### src/rtl/traffic_sink.sv
// Packet sink for a NoC endpoint: reassembles flit streams, checks routing and
// collects latency/throughput statistics plus an idle ("quiet") indication.
module traffic_sink #(
    parameter int unsigned DATA_BITS    = 32,
    parameter int unsigned ADDR_BITS    = 4,
    parameter int unsigned MY_ADDR      = 0,
    parameter int unsigned TS_BITS      = 16,
    parameter int unsigned CNT_BITS     = 16,
    parameter int unsigned QUIET_CYCLES = 64
) (
    input  logic                         clk,
    input  logic                         reset,
    input  logic                         enable,
    input  logic                         in_valid,
    input  logic [DATA_BITS-1:0]         in_data,
    output logic                         in_ready,
    output logic                         pkt_done,
    output logic [TS_BITS-1:0]           last_latency,
    output logic [TS_BITS-1:0]           lat_max,
    output logic [CNT_BITS+TS_BITS-1:0]  lat_sum,
    output logic [CNT_BITS-1:0]          pkt_count,
    output logic [CNT_BITS-1:0]          flit_count,
    output logic [CNT_BITS-1:0]          err_count,
    output logic                         quiet
);
    localparam int unsigned SUM_BITS  = CNT_BITS + TS_BITS;
    localparam int unsigned SUM_EXT   = SUM_BITS + 1;
    localparam int unsigned IDLE_BITS = $clog2(QUIET_CYCLES + 1);

    localparam logic [IDLE_BITS-1:0] IDLE_MAX   = IDLE_BITS'(QUIET_CYCLES);
    localparam logic [ADDR_BITS-1:0] LOCAL_ADDR = ADDR_BITS'(MY_ADDR);

    localparam logic [1:0] TYPE_BODY   = 2'b00;
    localparam logic [1:0] TYPE_TAIL   = 2'b01;
    localparam logic [1:0] TYPE_HEAD   = 2'b10;
    localparam logic [1:0] TYPE_SINGLE = 2'b11;

    localparam logic [0:0] ST_IDLE = 1'b0;
    localparam logic [0:0] ST_BODY = 1'b1;

    logic [0:0]           state_q, state_d;
    logic [TS_BITS-1:0]   now_q, now_d;
    logic [TS_BITS-1:0]   ts_q, ts_d;
    logic [ADDR_BITS-1:0] dst_q, dst_d;
    logic [IDLE_BITS-1:0] idle_q, idle_d;
    logic                 pkt_done_q, pkt_done_d;
    logic                 quiet_q, quiet_d;
    logic [TS_BITS-1:0]   last_lat_q, last_lat_d;
    logic [TS_BITS-1:0]   lat_max_q, lat_max_d;
    logic [SUM_BITS-1:0]  lat_sum_q, lat_sum_d;
    logic [CNT_BITS-1:0]  pkt_cnt_q, pkt_cnt_d;
    logic [CNT_BITS-1:0]  flit_cnt_q, flit_cnt_d;
    logic [CNT_BITS-1:0]  err_cnt_q, err_cnt_d;

    logic                 accept;
    logic [1:0]           flit_type;
    logic [TS_BITS-1:0]   flit_ts;
    logic [ADDR_BITS-1:0] flit_dst;
    logic                 complete;
    logic                 err_inc;
    logic                 good;
    logic [TS_BITS-1:0]   cmp_ts;
    logic [ADDR_BITS-1:0] cmp_dst;
    logic [TS_BITS-1:0]   latency;
    logic [SUM_BITS:0]    sum_ext;

    // Reserved payload bits between the timestamp and type fields are ignored.
    logic unused_data;
    assign unused_data = ^in_data;

    assign in_ready  = enable & ~reset;
    assign accept    = in_valid & in_ready;
    assign flit_type = in_data[DATA_BITS-1 -: 2];
    assign flit_ts   = in_data[ADDR_BITS +: TS_BITS];
    assign flit_dst  = in_data[ADDR_BITS-1:0];

    // Next-state, packet reassembly and statistics update.
    always_comb begin
        state_d    = state_q;
        now_d      = now_q + 1'b1;
        ts_d       = ts_q;
        dst_d      = dst_q;
        idle_d     = idle_q;
        pkt_done_d = 1'b0;
        last_lat_d = last_lat_q;
        lat_max_d  = lat_max_q;
        lat_sum_d  = lat_sum_q;
        pkt_cnt_d  = pkt_cnt_q;
        flit_cnt_d = flit_cnt_q;
        err_cnt_d  = err_cnt_q;
        complete   = 1'b0;
        err_inc    = 1'b0;
        cmp_ts     = ts_q;
        cmp_dst    = dst_q;

        if (accept) begin
            if (state_q == ST_BODY && flit_type == TYPE_TAIL) begin
                complete = 1'b1;
                state_d  = ST_IDLE;
            end else if (state_q == ST_BODY && flit_type == TYPE_BODY) begin
                state_d = ST_BODY;
            end else begin
                // A HEAD/SINGLE arriving mid-packet aborts it, then starts afresh.
                if (state_q == ST_BODY) begin
                    err_inc = 1'b1;
                end
                case (flit_type)
                    TYPE_HEAD: begin
                        ts_d    = flit_ts;
                        dst_d   = flit_dst;
                        state_d = ST_BODY;
                    end
                    TYPE_SINGLE: begin
                        complete = 1'b1;
                        cmp_ts   = flit_ts;
                        cmp_dst  = flit_dst;
                        state_d  = ST_IDLE;
                    end
                    default: begin
                        err_inc = 1'b1;
                        state_d = ST_IDLE;
                    end
                endcase
            end
        end

        latency = now_q - cmp_ts;
        sum_ext = {1'b0, lat_sum_q} + SUM_EXT'(latency);
        good    = complete && (cmp_dst == LOCAL_ADDR);
        if (complete && !good) begin
            err_inc = 1'b1;
        end

        if (good) begin
            pkt_done_d = 1'b1;
            last_lat_d = latency;
            lat_sum_d  = sum_ext[SUM_BITS] ? '1 : sum_ext[SUM_BITS-1:0];
            if (latency > lat_max_q) begin
                lat_max_d = latency;
            end
            if (pkt_cnt_q != '1) begin
                pkt_cnt_d = pkt_cnt_q + 1'b1;
            end
        end

        if (accept && flit_cnt_q != '1) begin
            flit_cnt_d = flit_cnt_q + 1'b1;
        end
        if (err_inc && err_cnt_q != '1) begin
            err_cnt_d = err_cnt_q + 1'b1;
        end

        if (accept) begin
            idle_d = '0;
        end else if (idle_q != IDLE_MAX) begin
            idle_d = idle_q + 1'b1;
        end
        quiet_d = (idle_d == IDLE_MAX) && (state_d == ST_IDLE);
    end

    always_ff @(posedge clk or posedge reset) begin
        if (reset) begin
            state_q    <= ST_IDLE;
            now_q      <= '0;
            ts_q       <= '0;
            dst_q      <= '0;
            idle_q     <= '0;
            pkt_done_q <= 1'b0;
            quiet_q    <= 1'b0;
            last_lat_q <= '0;
            lat_max_q  <= '0;
            lat_sum_q  <= '0;
            pkt_cnt_q  <= '0;
            flit_cnt_q <= '0;
            err_cnt_q  <= '0;
        end else begin
            state_q    <= state_d;
            now_q      <= now_d;
            ts_q       <= ts_d;
            dst_q      <= dst_d;
            idle_q     <= idle_d;
            pkt_done_q <= pkt_done_d;
            quiet_q    <= quiet_d;
            last_lat_q <= last_lat_d;
            lat_max_q  <= lat_max_d;
            lat_sum_q  <= lat_sum_d;
            pkt_cnt_q  <= pkt_cnt_d;
            flit_cnt_q <= flit_cnt_d;
            err_cnt_q  <= err_cnt_d;
        end
    end

    assign pkt_done     = pkt_done_q;
    assign quiet        = quiet_q;
    assign last_latency = last_lat_q;
    assign lat_max      = lat_max_q;
    assign lat_sum      = lat_sum_q;
    assign pkt_count    = pkt_cnt_q;
    assign flit_count   = flit_cnt_q;
    assign err_count    = err_cnt_q;
endmodule

### config.mk
export PLATFORM = sky130hd
export DESIGN_NAME = traffic_sink
export DESIGN_NICKNAME = d
export VERILOG_FILES = /design/src/rtl/traffic_sink.sv
export SDC_FILE = /design/constraint.sdc
export NUM_CORES = 1
export LEC_CHECK = 0
export BUFFER_PORTS_ARGS = -buffer_cell sky130_fd_sc_hd__buf_4
export CAP_MARGIN = 20
export CORE_MARGIN = 4
export CORE_UTILIZATION = 50
export CTS_CLUSTER_DIAMETER = 120
export DETAILED_ROUTE_END_ITERATION = 7
export HOLD_SLACK_MARGIN = 0.12
export PLACE_DENSITY = 0.72
export SLEW_MARGIN = 20
export SYNTH_ARGS = -nofsm -noshare
export SYNTH_HDL_FRONTEND = slang
export SYNTH_SLANG_ARGS = --single-unit
export TNS_END_PERCENT = 30
### constraint.sdc
create_clock -name clk -period 6.5 [get_ports clk]
set_input_delay 1.3 -clock clk [delete_from_list [all_inputs] [get_ports clk]]
set_output_delay 1.3 -clock clk [all_outputs]
set_load 0.02 [all_outputs]
==> results of run 1 <==
## cells by family after synthesis
family	Yosys count
simple gates	302
flops	158
compound gates	155
xor+xnor	85
mux	73
buf+inv	72
fa+ha+maj	56
## state kept, by name, summed over array words and instances, names as in the netlist
name and flops:
last_latency 16, dst_q 4, ts_q 16, quiet 1, lat_sum 32, flit_count 16, err_count 16, pkt_done 1
lat_max 16, pkt_count 16, state_q 1, idle_q 7, now_q 16
## metrics by stage
stage / std cells / setup WS, ps / hold WS (ps) / utilization / total power, mW
after floorplan: 901 / 580.0 / 465.0 / - / 2.433
after global placement: 1261 / 404.1 / 462.4 / 0.5836 / 2.932
after global routing: 1293 / 402.6 / 516.6 / 0.6172 / 4.252
after detailed placement: 1261 / 360.7 / 465.1 / 0.5836 / 2.970
after CTS: 1293 / 811.5 / 481.9 / 0.6172 / 4.013
final: 1293 / 842.3 / 479.3 / 0.6172 / 3.991
## final cells by class
cell class	count	share of cell area
well taps	229	0.02584
clock buffers	17	0.03837
flip-flops and latches	158	0.3566
repair buffers	156	0.1056
multi-input cells	671	0.4411
clock inverters	15	0.01603
inverters	47	0.01636
## worst max path at each step
stage	start	to	slack, ps
2_1_floorplan	reset	lat_sum[23]	580
3_3_place_gp	reset	lat_max[12]	400
3_5_place_dp	reset	lat_max[12]	360
4_1_cts	reset	lat_max[7]	810
5_1_grt	reset	lat_sum[21]	400
6_report	reset	lat_max[12]	840
## where the power goes
part	total [mW]	leakage (nW)	internal, mW	switching [mW]
logic	1.65	2.82	0.712	0.942
clock network	1.03	0.293	0.581	0.445
registers	1.31	2.08	1.15	0.164
total	3.99	5.19	2.44	1.55
## routing by layer
metal / track usage / part of all wire
met1: 0.2968 / 0.46
met2: 0.3415 / 0.47
met3: 0.04186 / 0.050
met4: 0.06888 / 0.018
met5: 0 / 0
## cell usage in the layout, fill, tap and decap left out, drive strengths merged, types with 3 or more instances in the layout
cell | Yosys | layout
nor4 | 4 | 4
xor2 | 25 | 25
o21bai | 5 | 5
nor2b | 9 | 9
mux2i | 16 | 16
a21oi | 26 | 26
a211oi | 13 | 13
nand4 | 26 | 26
and3 | 12 | 12
clkbuf | 13 | 17
nand2b | 5 | 5
a2111oi | 6 | 6
o311a | 3 | 3
dfrtp | 158 | 158
ha | 54 | 54
xnor2 | 60 | 60
nand3 | 44 | 44
o211ai | 14 | 14
a211o | 6 | 6
clkinv | 0 | 3
inv | 47 | 55
buf | 12 | 156
o2111ai | 8 | 8
and2 | 9 | 9
or4 | 3 | 3
nand2 | 80 | 80
or3 | 3 | 3
a21o | 7 | 7
nor3 | 20 | 20
or2 | 3 | 3
and4 | 10 | 10
a31oi | 24 | 24
o21a | 6 | 6
mux2 | 57 | 57
nor2 | 68 | 68
o21ai | 23 | 23
## critical path, delay by kind of cell
kind | cells | cell delay (ps)
AND/OR/NAND/NOR | 3 | 440
adder cells (fa/ha/maj) | 2 | 620
XOR/XNOR | 1 | 280
buffers and inverters | 3 | 500
AO/OA/AOI/OAI | 7 | 2170
multiplexers | 2 | 620
==> flow_summary.toml, run 1 <==
[worst_setup_path]
cp_slowest_stage_delay_ps = 710
reg2regPathDepth = 15
path_cells = "buf_4, nand3b_1, nor2_1, buf_4, buf_4, mux2i_1, ha_1, a211o_1, a2111oi_4, o21bai_1, o31ai_1, xnor2_1, ha_1, nand4_1, a21oi_1, a211oi_1, a211o_1, mux2_2"
rrSetupSlack_ps = 1920
worstSetupStartpointType = "primary input"
r2r-start = "now_q[0]"
worstPathArrival_ps = 5960
cp-end-kind = "flip-flop"
r2r_end = "lat_max[12]"
worstPathMaxFanout = 16
crit_path_frequent_cell = "buf_4"
slowest_stage = "a211o_1"
required_ps = 6810
crit_type = "in2reg"

[synth]
synth_xor_area_frac = 0.08138
syn_avg_cell_area_um2 = 10.15
synth-compound-area-share = 0.1198
synth_top_family_by_area = "simple AND/OR/NAND/NOR gates"
yosysMostFrequentCell = "dfrtp_1"
synth.ff_latch_count = 158
synth.cell_area_um2 = 9148
netlist_top_cells_area = "dfrtp_1, ha_1, mux2_2"
synth_common_cells = "dfrtp_1, nand2_1, nor2_1, xnor2_1, ha_1"
synthMuxAreaShare = 0.09178
ys_warn_count = 0
async_flop_share = 1.000
synth_fa_ha_area_frac = 0.07824
synth_edf_count = 0
synth-seq-area-share = 0.4322
synth_area_leader_cell = "dfrtp_1"
yosys_most_used_dff = "dfrtp_1"
syn_nets = 993
synth_cells = 901
synth-simple-area-share = 0.1629
ys_types = 63
yosys.area.top_type_share = 0.4322

[job]
drv_cap = 0

[hold_path]
hp-class = "reg2reg"
whs_path_depth = 2
hold_path_startpoint = "last_latency[4]"
min_to = "last_latency[4]"

[cts]
cts_hold_buf = 0
postCtsSetupBuffers = 0
cts_made_buffers = 17
path_clk_slew_ps = 70
cts_tree = "done"
clk_path_buf_depth = 2
clkSinkCount = 158
cts_root_buf = "clkbuf_16"
cts_max_level = 4
clk_latency_ps = 430
postCtsResizedCells = 0

[layout]
final_net_count = 1143
area_growth_pct = 21.20
stdcell_area_um2 = 11090
diodes = 0
multi_input_area_um2 = 4891
drive_above_1_share = 0.2444
fill_cells = 1516
regArea_um2 = 3954

[die]
ios = 151
row_count = 49
start_util = 0.5092
die_h_um = 143.3
die_x_um = 143.3
core_um2 = 17960
dieArea_um2 = 20520

[global_routing]
grt_pass1_wl_um = 35400
antenna_found_initial = 0
grt_max_degree = 108
overflow = 0
grt_use_total = 0.2143
grt_pass1_vias = 7078

[timing]
skew_ps = 8.653
tightest_slew_ps = 970.9
fin_crit_sh = 0.8704
fin_crit_ps = 5658
report.final.slew_viol_count = 0
setup_viol = 0
fmax_ghz = 0.1768
final_hold_viol_count = 0
grt_setup_unrepaired = "no"
max_slew_margin = 0.3528
setup_tns_ps = 0

[route]
num_vias = 7237
routed_wl_um = 21420
dr.pass1.iters = 5
drc = 0
drtAntennaViolNets = 0
drtIter0Drc = 322
vias_per_cell = 5.597
drt-wirelength-per-cell_um = 16.57

[outcome]
status = "finished, final reports clean"

[power_and_ir_drop]
power-per-cell-area_nw_per_um2 = 360.0
power_leakage_nw = 5.190
worst_ir_drop_vdd_v = 0.0002291

[placed_design]
dpl_cell_area_um2 = 10480
numPortBuffers = 140
gp_congestion = 0.8944
hpwl_um = 15820
(Power assumes the default switching activity.)
==> inputs of run 2 (changes only) <==
==> constraint.sdc (replaced) <==
create_clock -name clk -period 6.5 [get_ports clk]
set_input_delay 0.65 -clock clk [delete_from_list [all_inputs] [get_ports clk]]
set_output_delay 0.65 -clock clk [all_outputs]
set_load 0.02 [all_outputs]
==> run 2 against run 1 <==
Core utilization shrank 0.39 points. Combinational power barely moved. Final cell count fell by 0.46%. Global-route usage down 0.34 points. Power decreased by 1.5%. Critical endpoint is now lat_sum[21].
==> flow_summary.toml, run 2 (synthesis results as in run 1) <==
[global_routing]
grt_use_total = 0.2109
grt_max_degree = 83
grt_pass1_wl_um = 34860
antenna_found_initial = 0
grt_pass1_vias = 6833
overflow = 0

[power_and_ir_drop]
p_sw_frac = 0.3928
p_int_mw = 2.386
pwr-share-seq = 0.334
power-per-cell-area_nw_per_um2 = 356.7
power_leakage_nw = 5.145
power_frac_clock = 0.251
combinationalPowerShare = 0.416
worst_ir_drop_vdd_v = 0.0002071
finalPower_mw = 3.929
p_switching_mw = 1.544

[timing]
report.final.slew_viol_count = 0
whs_ps = 367.0
tightest_slew_ps = 979.3
fin_crit_ps = 5221
grt_setup_unrepaired = "no"
max_slew_margin = 0.3471
fmax_ghz = 0.1915
final_hold_viol_count = 0
setup_viol = 0
fin_ws_ps = 1279
setup_tns_ps = 0
fin_crit_sh = 0.8033
skew_ps = 9.485

[route]
drtAntennaViolNets = 0
route.met3.wl_um = 987
routed_wl_um = 21040
num_vias = 7203
drc = 0
drtIter0Drc = 390
dr.max_layer_used = "met4"
dr.pass1.iters = 5
wl_met1_um = 9864
dr_wl_met2_um = 9815
drt-wirelength-per-cell_um = 16.35
vias_per_cell = 5.597

[layout]
area_growth_pct = 20.43
final_cells = 1287
fin_util = 0.6133
final_net_count = 1137
drive_above_1_share = 0.2401
largest_reg_flops = 32
regArea_um2 = 3954
layout_commonest_cell = "dfrtp_1"
diodes = 0
multi_input_area_um2 = 4891
fill_cells = 1522
stdcell_area_um2 = 11020
final_cell_mix = "dfrtp_1, buf_4, nand2_1"

[worst_setup_path]
cp-end-kind = "flip-flop"
required_ps = 6780
reg2regPathDepth = 15
cp-startpoint = "reset"
worstPathArrival_ps = 5500
r2r-start = "now_q[0]"
crit_type = "in2reg"
worstPathMaxFanout = 15
worstSetupStartpointType = "primary input"

[die]
die_h_um = 143.3
start_util = 0.5092
row_count = 49
core_um2 = 17960
die_x_um = 143.3
dieArea_um2 = 20520
ios = 151

[cts]
clk_path_buf_depth = 2
path_clk_slew_ps = 70
clk_latency_ps = 430
cts_max_level = 4
cts_root_buf = "clkbuf_16"
clkSinkCount = 158
cts_tree = "done"
postCtsSetupBuffers = 0
cts_made_buffers = 17
postCtsResizedCells = 0
cts_hold_buf = 0

[placed_design]
hpwl_um = 15390
dpl_worst_slack_ps = 850.3
numPortBuffers = 140
gp_congestion = 0.8587
dpl_cell_area_um2 = 10440
place_inst = 1255

[hold_path]
hp-class = "in2async"

[outcome]
status = "finished, final reports clean"

[job]
drv_cap = 0
[run 2: cell types whose count changed in the layout (fill, tap and decap cells not counted)]
cell	delta
buf_4	-6
clkinv_4	+2
inv_8	-2
bufinv_16	-1
clkinv_2	+1
inv_2	-1
inv_6	+1
[run 2: critical path: stages]
cell and delay, ps:
buf_4 130, nand3b_1 170, buf_4 180, nor2_1 100, buf_4 280, mux2_2 210
ha_1 150, inv_1 50, fa_1 410, a211o_1 340, a2111oi_4 340, o21bai_1 180
o31ai_1 260, xnor2_1 190, ha_1 450, nand2_1 120, nor2_1 320, o211ai_1 340
a2111oi_0 470, o21ai_0 130
[run 2: worst paths after layout]
path / end / slack (ps)
max in group asynchronous: lat_sum[9] / 4670
min reg2reg: last_latency[6] / 480
max reg2reg: lat_sum[21] / 1990
min in group clk: dst_q[3] / 460
max: lat_sum[21] / 1280
min: flit_count[9] / 370
[run 2: cell type report]
type,instances,share of cell area
multi-input cells,671,0.4440
flip-flops and latches,158,0.3589
clock buffers,17,0.03861
clock inverters,15,0.01374
repair buffers,150,0.1022
inverters,47,0.01658
well taps,229,0.02601
[run 2: metal layers]
layer / vias to the layer above / GRT usage
li1: 3553 / -
met1: 3481 / 0.3034
met2: 141 / 0.3259
met3: 28 / 0.04019
met4: 0 / 0.06343
met5: - / 0
[run 2: power groups by stage]
stage / Sequential, mW / Clock (mW) / Combinational (mW)
floorplan: 1.43 / 0 / 1.00
global placement: 1.32 / 0 / 1.60
detailed placement: 1.33 / 0 / 1.63
CTS: 1.31 / 1.01 / 1.64
global route: 1.34 / 1.05 / 1.82
finish: 1.31 / 0.985 / 1.63
==> inputs of run 3 (changes only) <==
==> constraint.sdc (replaced) <==
create_clock -name clk -period 5.3 [get_ports clk]
set_input_delay 0.53 -clock clk [delete_from_list [all_inputs] [get_ports clk]]
set_output_delay 0.53 -clock clk [all_outputs]
set_load 0.02 [all_outputs]
==> run 3 against run 2 <==
Combinational power rose by 25%. Final cell count rose by 1.1%. Clock power rose by 23%. Sequential share of layout area fell by 0.34 points. Clock skew rose by 1.8 ps. Critical path depth rose by 2. First-iteration DRC count rose by 31%. Die area did not move.
==> flow_summary.toml, run 3 (synthesis results as in run 1) <==
[power_and_ir_drop]
p_switching_mw = 1.898
power_leakage_nw = 5.217
power-per-cell-area_nw_per_um2 = 436.6
p_sw_frac = 0.3908
worst_ir_drop_vdd_v = 0.0002667
combinationalPowerShare = 0.419
pwr-share-seq = 0.331
p_int_mw = 2.958
power_frac_clock = 0.250

[die]
die_h_um = 143.3
die_x_um = 143.3
core_um2 = 17960
start_util = 0.5092
row_count = 49
ios = 151
dieArea_um2 = 20520

[global_routing]
grt_max_degree = 113
grt_use_total = 0.2142
overflow = 0
antenna_found_initial = 0
grt_pass1_wl_um = 35270
grt_pass1_vias = 6954

[route]
drtAntennaViolNets = 0
route.met3.wl_um = 1120
dr.pass1.iters = 5
routed_wl_um = 21370
drc = 0
drtIter0Drc = 512
dr.max_layer_used = "met4"
vias_per_cell = 5.603
num_vias = 7290
wl_met1_um = 9834
dr_wl_met2_um = 10120
drt-wirelength-per-cell_um = 16.42

[timing]
fmax_ghz = 0.2054
whs_ps = 240.6
fin_ws_ps = 432.4
max_slew_margin = 0.4804
skew_ps = 11.30
setup_tns_ps = 0
grt_setup_unrepaired = "no"
fin_crit_sh = 0.9184
tightest_slew_ps = 779.4
fin_crit_ps = 4868
setup_viol = 0
final_hold_viol_count = 0
report.final.slew_viol_count = 0

[placed_design]
hpwl_um = 15740
dpl_worst_slack_ps = 82.88
gp_congestion = 0.9048
numPortBuffers = 140

[worst_setup_path]
worstPathMaxFanout = 16
reg2regPathDepth = 18
rrSetupSlack_ps = 830
crit_type = "in2reg"
worstSetupStartpointType = "primary input"
cp-end-kind = "flip-flop"
worstPathArrival_ps = 5210
r2r-start = "now_q[0]"
required_ps = 5640
cp-endpoint = "lat_sum[7]"
r2r_end = "lat_sum[7]"
cp-startpoint = "reset"

[job]
drv_cap = 0

[cts]
cts_made_buffers = 17
cts_root_buf = "clkbuf_16"
cts_hold_buf = 0
postCtsSetupBuffers = 0
clkSinkCount = 158
path_clk_slew_ps = 70
cts_tree = "done"
postCtsResizedCells = 0
clk_latency_ps = 430
cts_max_level = 4
clk_path_buf_depth = 2

[layout]
largest_reg_flops = 32
drive_above_1_share = 0.2491
fill_cells = 1553
final_net_count = 1151
diodes = 0
area_growth_pct = 21.58
final_cell_mix = "buf_4, dfrtp_1, nand2_1"
layout_commonest_cell = "buf_4"

[hold_path]
hp-class = "in2async"

[outcome]
status = "finished, final reports clean"
==> run 3: cell count changes in the layout (fill, tap and decap cells not counted) <==
cell | before | now
inv_2 | 0 | 1
inv_8 | 2 | 4
clkinv_4 | 4 | 2
clkbuf_1 | 0 | 1
clkinv_2 | 2 | 1
buf_4 | 150 | 164
clkinvlp_4 | 2 | 1
==> run 3: how the worst min path moves through the flow <==
stage	start	to	slack (ps)	depth (start not counted)
after floorplan	now_q[11]	now_q[11]	460	1
after global placement	last_latency[4]	last_latency[4]	460	2
after detailed placement	last_latency[4]	last_latency[4]	470	2
after CTS	in_data[3]	dst_q[3]	330	2
after global routing	reset	flit_count[10]	330	2
final	reset	err_count[3]	240	2
==> run 3: area by class of cell <==
type                       count  area [um^2]  area share
clock inverter                14        146.4     0.01316
tap                          229        286.5     0.02576
clock buffer                  18        429.2     0.03859
inverter                      47        183.9     0.01654
multi-input combinational    671         4891      0.4398
timing repair buffer         164         1231      0.1107
sequential                   158         3954      0.3555
==> run 3: through the flow <==
| step | power (mW) | cells | util | area, um^2 |
|---|---|---|---|---|
| 2_1_floorplan | 2.984 | 901 | - | 9148 |
| 3_3_place_gp | 3.613 | 1269 | 0.5870 | 10540 |
| 3_5_place_dp | 3.655 | 1269 | 0.5870 | 10540 |
| 4_1_cts | 4.888 | 1301 | 0.6190 | 11120 |
| 5_1_grt | 5.207 | 1301 | 0.6191 | 11120 |
| 6_report | 4.855 | 1301 | 0.6191 | 11120 |
==> run 3: worst max-delay path: stages <==
cell and delay [ps]:
buf_4 140, nand3b_1 250, nor2_1 140, buf_4 170, mux2_2 160, ha_1 160
inv_1 50, fa_1 410, a211o_1 350, a2111oi_4 330, nor2_1 90, a21oi_1 180
xnor2_1 180, ha_1 420, nand2_1 110, nor2_1 250, o211ai_1 250, a211oi_1 300
buf_4 230, o21ai_1 70, buf_4 200, a31oi_1 200
==> run 3: power by group through the flow <==
stage	Combinational, mW	Clock [mW]	Sequential, mW
after floorplan	1.23	0	1.76
after global placement	1.99	0	1.62
after detailed placement	2.03	0	1.63
after CTS	2.04	1.24	1.61
after global routing	2.27	1.30	1.64
final	2.03	1.21	1.61
==> run 3: layer usage <==
layer	global-route usage	vias up
met1	0.3007	3541
met2	0.3435	152
met3	0.04287	21
li1	-	3576
met5	0	-
met4	0.05401	0
